$ cat src/rtl/frame_sync_pkg.sv
// Shared types and helpers for the frame-rate controller and game sequencer.
package frame_sync_pkg;

    typedef enum logic [1:0] {
        ST_START = 2'b00,
        ST_GAME  = 2'b01,
        ST_END   = 2'b10,
        ST_PAUSE = 2'b11
    } game_state_t;

    function automatic int unsigned frame_period(input int unsigned clk_hz,
                                                 input int unsigned frame_hz);
        return clk_hz / frame_hz;
    endfunction

endpackage

$ cat src/rtl/frame_req_chan.sv
// One consumer channel: level frame request cleared by ack, plus a saturating missed-frame counter.
module frame_req_chan
    import frame_sync_pkg::*;
#(
    parameter int OVR_W = 8
) (
    input  logic             clk,
    input  logic             rst,
    input  logic             frame_edge,
    input  logic             clr,
    input  logic             ack,
    output logic             request,
    output logic [OVR_W-1:0] overrun_cnt
);

    localparam logic [OVR_W-1:0] OVR_MAX = '1;

    logic             r_req;
    logic [OVR_W-1:0] r_ovr;
    logic             w_miss;

    // A frame is missed when a new edge arrives while the previous request is still unanswered.
    assign w_miss = frame_edge && r_req && !ack;

    always_ff @(posedge clk or posedge rst) begin
        if (rst) begin
            r_req <= 1'b0;
            r_ovr <= '0;
        end else begin
            if (frame_edge) begin
                r_req <= 1'b1;
            end else if (ack) begin
                r_req <= 1'b0;
            end
            if (clr) begin
                r_ovr <= '0;
            end else if (w_miss && (r_ovr != OVR_MAX)) begin
                r_ovr <= r_ovr + OVR_W'(1);
            end
        end
    end

    assign request     = r_req;
    assign overrun_cnt = r_ovr;

endmodule

$ cat src/rtl/frame_sync_ctrl.sv
// Frame-rate divider, per-channel frame requests and the START/GAME/PAUSE/END game sequencer.
module frame_sync_ctrl
    import frame_sync_pkg::*;
#(
    parameter int unsigned CLK_HZ   = 50_000_000,
    parameter int unsigned FRAME_HZ = 60,
    parameter int          N_CH     = 2,
    parameter int          OVR_W    = 8,
    parameter int          FCNT_W   = 16
) (
    input  logic                    clk,
    input  logic                    rst,
    input  logic                    startgame,
    input  logic                    pausegame,
    input  logic                    endgame,
    input  logic                    restart,
    input  logic [N_CH-1:0]         ack,
    output logic [1:0]              state,
    output logic [N_CH-1:0]         request,
    output logic                    frame_tick,
    output logic [FCNT_W-1:0]       frame_cnt,
    output logic [N_CH*OVR_W-1:0]   overrun_cnt
);

    localparam int unsigned PERIOD   = frame_period(CLK_HZ, FRAME_HZ);
    localparam int          DIV_W    = (PERIOD > 2) ? $clog2(PERIOD) : 1;
    localparam logic [DIV_W-1:0] DIV_LAST = DIV_W'(PERIOD - 1);

    if (PERIOD < 2) begin : g_period_check
        $error("frame_sync_ctrl: CLK_HZ/FRAME_HZ must be at least 2");
    end

    logic [DIV_W-1:0]  r_div;
    logic              r_tick;
    logic [FCNT_W-1:0] r_fcnt;
    game_state_t       r_state;
    logic              w_frame_edge;

    assign w_frame_edge = (r_div == DIV_LAST);

    // The divider free-runs in every state; restart never disturbs the frame phase.
    always_ff @(posedge clk or posedge rst) begin
        if (rst) begin
            r_div  <= '0;
            r_tick <= 1'b0;
            r_fcnt <= '0;
        end else begin
            r_div  <= w_frame_edge ? '0 : r_div + DIV_W'(1);
            r_tick <= w_frame_edge;
            if (restart) begin
                r_fcnt <= '0;
            end else if (w_frame_edge && (r_state == ST_GAME)) begin
                r_fcnt <= r_fcnt + FCNT_W'(1);
            end
        end
    end

    always_ff @(posedge clk or posedge rst) begin
        if (rst) begin
            r_state <= ST_START;
        end else if (restart) begin
            r_state <= ST_START;
        end else begin
            case (r_state)
                ST_START: if (startgame) r_state <= ST_GAME;
                ST_GAME: begin
                    if (endgame)        r_state <= ST_END;
                    else if (pausegame) r_state <= ST_PAUSE;
                end
                ST_PAUSE: begin
                    if (endgame)        r_state <= ST_END;
                    else if (pausegame) r_state <= ST_GAME;
                end
                default: r_state <= r_state;
            endcase
        end
    end

    for (genvar gi = 0; gi < N_CH; gi++) begin : g_chan
        frame_req_chan #(
            .OVR_W(OVR_W)
        ) u_chan (
            .clk        (clk),
            .rst        (rst),
            .frame_edge (w_frame_edge),
            .clr        (restart),
            .ack        (ack[gi]),
            .request    (request[gi]),
            .overrun_cnt(overrun_cnt[gi*OVR_W +: OVR_W])
        );
    end

    assign state      = r_state;
    assign frame_tick = r_tick;
    assign frame_cnt  = r_fcnt;

endmodule

$ cat config.mk
export PLATFORM = sky130hd
export DESIGN_NAME = frame_sync_ctrl
export DESIGN_NICKNAME = d
export VERILOG_FILES = /design/src/rtl/frame_sync_pkg.sv /design/src/rtl/frame_req_chan.sv /design/src/rtl/frame_sync_ctrl.sv
export SDC_FILE = /design/constraint.sdc
export NUM_CORES = 1
export LEC_CHECK = 0
export BUFFER_PORTS_ARGS = -buffer_cell sky130_fd_sc_hd__buf_2
export CORE_MARGIN = 5
export CORE_UTILIZATION = 48
export CTS_CLUSTER_DIAMETER = 60
export CTS_CLUSTER_SIZE = 24
export DETAILED_ROUTE_END_ITERATION = 16
export PLACE_DENSITY = 0.72
export SYNTH_ARGS = -nofsm -noshare
export SYNTH_HDL_FRONTEND = slang
export SYNTH_SLANG_ARGS = --single-unit
$ cat constraint.sdc
create_clock -name clk -period 2.4 [get_ports clk]
set_input_delay 0.36 -clock clk [delete_from_list [all_inputs] [get_ports clk]]
set_output_delay 0.36 -clock clk [all_outputs]
set_load 0.005 [all_outputs]
==> results.rst, run 1 <==
.. list-table::
   :header-rows: 1

   * - Metric
     - Value
   * - Result of the run
     - complete, but fails checks
   * - Failing checks
     - setup timing
   * - Syn Inst Count
     - 301
   * - Final Max Slew Viols
     - 0
   * - Worst clock skew
     - 0.00868 ns
   * - Core area
     - 5890 um^2
   * - P_int
     - between 1 and 1.5 mW
   * - Nets in the synthesized netlist
     - 317
   * - Kind of launch point of the worst setup path
     - flop
   * - Area growth syn-to-layout
     - 23.1%
   * - Clock root buffer master
     - clkbuf_8
   * - Number of nets still failing antenna checks after routing
     - 0
   * - Leakage power of the design
     - between 1.5 and 2 nW
   * - Slew margin rel.
     - ~60%
   * - Final worst path period need
     - 2.42 ns
   * - Endpoints failing hold
     - 0
   * - Setup repair after global routing missed its margin
     - yes
   * - Initial core utilization
     - 49.0%
   * - Maximum number of pins on one net before global-route repair
     - 35
   * - Reg power frac
     - 52.1%
   * - PwrDens
     - 536 nW/um^2
   * - Kind of path behind the tightest hold check
     - input pin to asynchronous set/reset pin
   * - Mean Syn Cell Area
     - 9.58 um^2
   * - Share of async-settable or async-resettable flops after synthesis
     - 100%
   * - DR pass1 iterations
     - 4
   * - Highest cell delay on the worst timing path
     - 0.53 ns
   * - Routed wire length
     - roughly 6.2 mm
   * - Post-route cell area
     - 3550 um^2
   * - Number of top-level design ports
     - 45
   * - Share of layout cells above drive strength 1
     - 26.0%
   * - Worst-case hold slack
     - 0.0559 ns
   * - Total Die Area
     - 7660 um^2
   * - CP arrival
     - 2.68 ns
   * - Count of buffering cells on the critical path with inverters included
     - 0
   * - Wirelength per Cell
     - 13.8 um
   * - Prevailing post-synth register cell
     - dfrtp_1
   * - Count of routing violations after the opening detailed-route iteration
     - 118
   * - Clock network fraction of design power
     - 39.3%
   * - Vias in the first global route
     - 2278
   * - Placed cell area
     - 3320 um^2
   * - Commonest cells after routing, fill and taps aside
     - 57 x dfrtp_1, 49 x nor2_1, 44 x buf_2
   * - FILL cells
     - 505
   * - Overall overflow remaining after global route
     - 0
   * - Share of the cycle needed by the critical path after routing
     - 101%
   * - Final estimated routing congestion in global placement
     - about 0.81
   * - Die width
     - a little under 90 um
   * - Post-synth cell types
     - 38
   * - CTS tree
     - yes
   * - Area occupied by registers
     - 1430 um^2
   * - Seq cells post-synth
     - 57
   * - Post-synthesis instance area
     - 2880 um^2
   * - Number of buffers inserted by port buffering
     - 44
   * - Number of nets in the layout
     - 385
   * - GR Util All Layers
     - around 18%
   * - Ordered cell list for the critical path
     - or4b_4 -> or4_4 -> or3_4 -> or4_4 -> a21oi_2
   * - Most common library cell in the layout ignoring fill and taps
     - dfrtp_1
   * - Switching power summed over all nets
     - 0.476 mW
   * - Ant. Diodes
     - 0
   * - Level count of the clock H-tree
     - 3
   * - Final setup margin
     - -0.0187 ns
   * - CTS buffer count
     - 9
   * - Number of warning messages in the yosys log
     - 0
   * - Max FO, Critical Path
     - 4
   * - Worst skew pair latency
     - 0.34 ns
   * - Clock input transition at the sequential cells of the worst setup and hold paths
     - 0.06 ns
   * - DRC viols
     - 0
   * - Post-synth EDFFs
     - 0
   * - Worst path required time
     - 2.66 ns
   * - Fmax
     - slightly above 400 MHz
   * - Global-route wire length before repair
     - about 11 mm
   * - Vias per inst
     - 5.31
   * - Library cell contributing the largest single delay on the critical path
     - or4b_4
   * - Worst-case vdd ir drop
     - 0.000330 V
   * - Max-cap violation count
     - 0
   * - Maximum root-to-sink buffer count
     - 2
   * - Worst Tran Pin Value
     - slightly above 0.6 ns
   * - Critical path start-end classification
     - flop to flop
   * - Final Total Pwr
     - 1.90 mW
   * - Family with the most delay on the worst path
     - simple AND/OR/NAND/NOR gates
   * - Capturing element type of the critical path
     - flop
   * - Cell row count
     - 28
   * - Number of setup violations in the final report
     - 2
   * - Vertical die dimension
     - 87.5 um
   * - Worst slack at placement
     - -0.0876 ns
   * - Number of vias in the routed layout
     - 2378
   * - Clock sink count
     - 57
   * - Detailed-placement wirelength estimate
     - 4.49 mm
   * - Area of combinational cells with multiple inputs
     - 1390 um^2
   * - Antenna violations before repair
     - 0
   * - Sequential fraction of the synthesis area
     - roughly 50%
   * - Net Sw Frac
     - between 20% and 30%
   * - Crit path top cell by count
     - or4_4
   * - Portion of total power attributed to combinational logic
     - 8.6%
-- routing by layer --
layer / global-route usage [%] / vias up / wire, um
li1: - / 1172 / -
met3: 3.50 / 14 / 260
met5: 0 / - / 0
met4: 7.95 / 0 / 113
met1: 23.3 / 1151 / 2820
met2: 27.7 / 41 / 2980
-- kinds of logic (layout without fill, tap and decap cells) --
logic type	after synthesis	after routing	synth area share (%)
fa+ha+maj	8	8	3.47
buf+inv	25	97	3.56
compound gates	18	18	4.12
simple gates	149	149	25.8
mux	4	4	1.39
xor+xnor	40	40	12.2
flops	57	57	49.5
-- through the flow --
step                utilization, %  setup TNS [ns]  std cells
finish                        60.3         -0.0298        448
floorplan                        -          -0.134        301
global placement              56.5         -0.0323        430
detailed placement            56.5         -0.0876        430
CTS                           59.8         -0.0537        447
global route                  60.3          -0.246        448
-- cells in the mapped netlist (2+ instances only) --
cell,number,area (um^2)
and4_1,2,17.5
mux2i_1,4,40.0
inv_1,12,45.0
nor4_1,13,81.3
nor2_1,49,184
nand4_1,15,93.8
o21ai_0,4,20.0
xnor2_1,20,175
nand3_1,26,130
and3_1,4,25.0
or3_1,2,12.5
buf_4,2,15.0
ha_1,8,100
clkbuf_1,9,33.8
nor3_1,6,30.0
nand2_1,19,71.3
xor2_1,20,175
dfrtp_1,57,1430
and2_1,2,12.5
a21oi_1,6,30.0
nand2b_1,3,18.8
or2_2,2,12.5
-- registers in the layout, summed over array words and instances, names as in the netlist --
register,cells
frame_cnt,16
frame_tick,1
r_div,20
g_chan.u_chan.request,2
g_chan.u_chan.overrun_cnt,16
state,2
-- final cells by class --
class / count / area share, %
Clock buffer: 11 / 3.98
Clock inverter: 4 / 0.564
Inverter: 12 / 1.27
Multi-Input combinational cell: 219 / 39.3
Sequential cell: 57 / 40.2
Tap cell: 75 / 2.64
Timing Repair Buffer: 70 / 12.1
-- path summary, 6_finish.rpt --
kind | endpoint | cells past startpoint | startpoint | slack (ns)
max | g_chan[0].u_chan.overrun_cnt[7] | 5 | r_div[7] | -0.02
min | r_div[19] | 2 | rst | 0.06
max reg2reg | g_chan[0].u_chan.overrun_cnt[7] | 5 | r_div[7] | -0.02
min reg2reg | r_div[17] | 1 | r_div[17] | 0.50
max in group asynchronous | frame_cnt[10] | 3 | rst | 1.78
min in group clk | g_chan[0].u_chan.request | 3 | ack[0] | 0.31
-- power groups by stage --
stage	clock network [mW]	registers [mW]	logic, mW
CTS	0.766	0.990	0.166
global placement	0	1.01	0.158
detailed placement	0	1.01	0.166
finish	0.748	0.990	0.163
global route	0.819	0.993	0.187
floorplan	0	1.01	0.113
-- repair_timing --
action	in CTS	in global routing
hold endpoints to repair	0	0
gates resized for setup	4	5
hold buffers	0	0
endpoints found under the setup margin	1	8
pin swaps	4	1
setup buffers	2	1
cloned	0	0
Power figures use the tool's default switching activity.
==> run 2: changes to the inputs <==
CTS_CLUSTER_SIZE = 30   (was 24)
TNS_END_PERCENT = 30   (was default)
==> results.rst, run 2 (same netlist as run 1, synthesis figures left out) <==
.. list-table::
   :header-rows: 1

   * - Metric
     - Value
   * - Result of the run
     - complete, but fails checks (unchanged)
   * - Failing checks
     - setup timing (unchanged)
   * - Kind of launch point of the worst setup path
     - flop (unchanged)
   * - DR pass1 iterations
     - 4 (unchanged)
   * - Worst skew pair latency
     - 0.33 ns (was 0.34 ns)
   * - Number of vias in the routed layout
     - 2323 (was 2378)
   * - Total Die Area
     - 7660 um^2 (unchanged)
   * - Highest cell delay on the worst timing path
     - 0.53 ns (about the same)
   * - P_int
     - 1.56 mW (was 1.43 mW)
   * - Level count of the clock H-tree
     - 3 (unchanged)
   * - Startpoint of the most critical register-to-register path
     - r_div[11] (was r_div[7])
   * - Clock sink count
     - 57 (unchanged)
   * - Crit path top cell by count
     - or4_4 (unchanged)
   * - Endpoints failing hold
     - 0 (unchanged)
   * - Kind of path behind the tightest hold check
     - input pin to asynchronous set/reset pin (unchanged)
   * - Share of the cycle needed by the critical path after routing
     - 101% (about the same)
   * - Leakage power of the design
     - 1.70 nW (about the same)
   * - Number of buffers inserted by port buffering
     - 44 (unchanged)
   * - Setup repair after global routing missed its margin
     - yes (unchanged)
   * - R2R setup slack
     - -0.04 ns (was -0.02 ns)
   * - Routed wire length
     - 6.35 mm (was 6.18 mm)
   * - Antenna violations before repair
     - 0 (unchanged)
   * - Portion of total power attributed to combinational logic
     - 8.0% (was 8.6%)
   * - Worst path required time
     - 2.67 ns (was 2.66 ns)
   * - Most common library cell in the layout ignoring fill and taps
     - dfrtp_1 (unchanged)
   * - Vias in the first global route
     - 2284 (was 2278)
   * - Share of layout cells above drive strength 1
     - 24.9% (was 26.0%)
   * - Max-cap violation count
     - 0 (unchanged)
   * - Vertical die dimension
     - 87.5 um (unchanged)
   * - Max FO, Critical Path
     - 5 (was 4)
   * - Number of setup violations in the final report
     - 1 (was 2)
   * - Register bank with the most flops
     - r_div (unchanged)
   * - Count of routing violations after the opening detailed-route iteration
     - 135 (was 118)
   * - Number of nets still failing antenna checks after routing
     - 0 (unchanged)
   * - CP arrival
     - 2.70 ns (was 2.68 ns)
   * - Capturing element type of the critical path
     - flop (unchanged)
   * - Clock root buffer master
     - clkbuf_8 (unchanged)
   * - Reg power frac
     - 48.3% (was 52.1%)
   * - CTS tree
     - yes (unchanged)
   * - Worst clock skew
     - 0.00577 ns (was 0.00868 ns)
   * - Final Total Pwr
     - 2.05 mW (was 1.90 mW)
   * - Ant. Diodes
     - 0 (unchanged)
   * - Slew margin rel.
     - 60.8% (was 58.3%)
   * - Library cell contributing the largest single delay on the critical path
     - or4b_4 (unchanged)
   * - Family with the most delay on the worst path
     - simple AND/OR/NAND/NOR gates (unchanged)
   * - Number of post-CTS setup repair buffers
     - 0 (was 2)
   * - Number of top-level design ports
     - 45 (unchanged)
   * - Net Sw Frac
     - 23.8% (was 25.0%)
   * - Final Max Slew Viols
     - 0 (unchanged)
   * - Fmax
     - 411 MHz (was 413 MHz)
   * - Ordered cell list for the critical path
     - or4b_4 -> or4_4 -> or3_4 -> or4_4 -> a21oi_2 (unchanged)
   * - Global-route wire length before repair
     - 10.7 mm (was 10.5 mm)
   * - Clock input transition at the sequential cells of the worst setup and hold paths
     - 0.06 ns (about the same)
   * - Final setup margin
     - -0.0354 ns (was -0.0187 ns)
   * - Commonest cells after routing, fill and taps aside
     - 57 x dfrtp_1, 49 x nor2_1, 44 x buf_2 (unchanged)
   * - Area growth syn-to-layout
     - 23.2% (was 23.1%)
   * - Final worst path period need
     - 2.44 ns (was 2.42 ns)
   * - Cell row count
     - 28 (unchanged)
   * - Core area
     - 5890 um^2 (unchanged)
   * - Count of buffering cells on the critical path with inverters included
     - 0 (unchanged)
   * - Total negative slack for setup checks
     - -0.0354 ns (was -0.0298 ns)
   * - Vias per inst
     - 5.22 (was 5.31)
   * - Overall overflow remaining after global route
     - 0 (unchanged)
   * - GR Util All Layers
     - 18.1% (was 17.6%)
   * - CTS buffer count
     - 9 (unchanged)
   * - Initial core utilization
     - 49.0% (unchanged)
   * - Maximum root-to-sink buffer count
     - 2 (unchanged)
   * - Launching element of the worst setup path
     - r_div[11] (was r_div[7])
   * - Clock network fraction of design power
     - 43.7% (was 39.3%)
   * - Number of nets in the layout
     - 382 (was 385)
   * - PwrDens
     - 578 nW/um^2 (was 536 nW/um^2)
   * - DRC viols
     - 0 (unchanged)
   * - FILL cells
     - 497 (was 505)
   * - Final estimated routing congestion in global placement
     - 0.845 (was 0.813)
   * - Maximum number of pins on one net before global-route repair
     - 34 (was 35)
   * - Wirelength per Cell
     - 14.3 um (was 13.8 um)
   * - Detailed-placement wirelength estimate
     - 4.59 mm (was 4.49 mm)
   * - Critical path start-end classification
     - flop to flop (unchanged)
   * - Worst Tran Pin Value
     - 0.583 ns (was 0.621 ns)
   * - Flip-flop count of the largest register, all copies and words added
     - 20 (unchanged)
   * - Worst-case vdd ir drop
     - 0.000309 V (was 0.000330 V)
   * - Switching power summed over all nets
     - 0.488 mW (was 0.476 mW)
   * - Die width
     - 87.5 um (unchanged)
run 2: metrics by stage:
step | area (um^2) | worst slack, ns | instances | hold WS, ns | utilization (%)
after floorplan | 2890 | -0.109 | 301 | 0.451 | -
after CTS | 3520 | -0.0339 | 445 | 0.0828 | 59.9
final | 3550 | -0.0354 | 445 | 0.0790 | 60.3
after detailed placement | 3320 | -0.0617 | 430 | 0.446 | 56.5
after global placement | 3320 | -0.0357 | 430 | 0.444 | 56.5
after global routing | 3550 | -0.0916 | 445 | 0.115 | 60.3
run 2: layout make-up:
class,count,area [um^2],share of cell area [%]
clock buffer,12,155,4.37
clock inverter,3,40.0,1.13
inverter,12,45.0,1.27
multi-input combinational,219,1390,39.0
sequential,57,1430,40.2
tap,75,93.8,2.64
timing repair buffer,67,405,11.4
run 2: power groups by stage:
stage                     clock network [mW]  logic, mW  registers [mW]
after floorplan                            0      0.113            1.01
after global placement                     0      0.158            1.01
after detailed placement                   0      0.168            1.01
after CTS                              0.920      0.167           0.990
after global routing                   0.962      0.186           0.993
final                                  0.896      0.164           0.991
run 2: worst paths after layout:
kind                                                   end  depth (start not counted)
hold reg to reg                                  r_div[17]                          1
setup reg to reg           g_chan[0].u_chan.overrun_cnt[7]                          5
max in group asynchronous                        r_div[17]                          3
hold / removal                                  frame_tick                          2
min in group clk                  g_chan[0].u_chan.request                          3
setup / recovery           g_chan[0].u_chan.overrun_cnt[7]                          5
run 2: layer usage:
| metal | track usage, % | up-vias | share of wire, % |
|---|---|---|---|
| met3 | 3.31 | 11 | 4.4 |
| met2 | 28.4 | 46 | 47 |
| met5 | 0 | - | 0 |
| li1 | - | 1166 | - |
| met1 | 23.7 | 1100 | 46 |
| met4 | 9.76 | 0 | 2.5 |
run 2: repair_timing:
action / 4_1_cts / 5_1_grt
pin swaps: 0 / 2
hold buffers: 0 / 0
hold endpoints to repair: 0 / 0
endpoints found under the setup margin: 1 / 6
gates resized for setup: 1 / 5
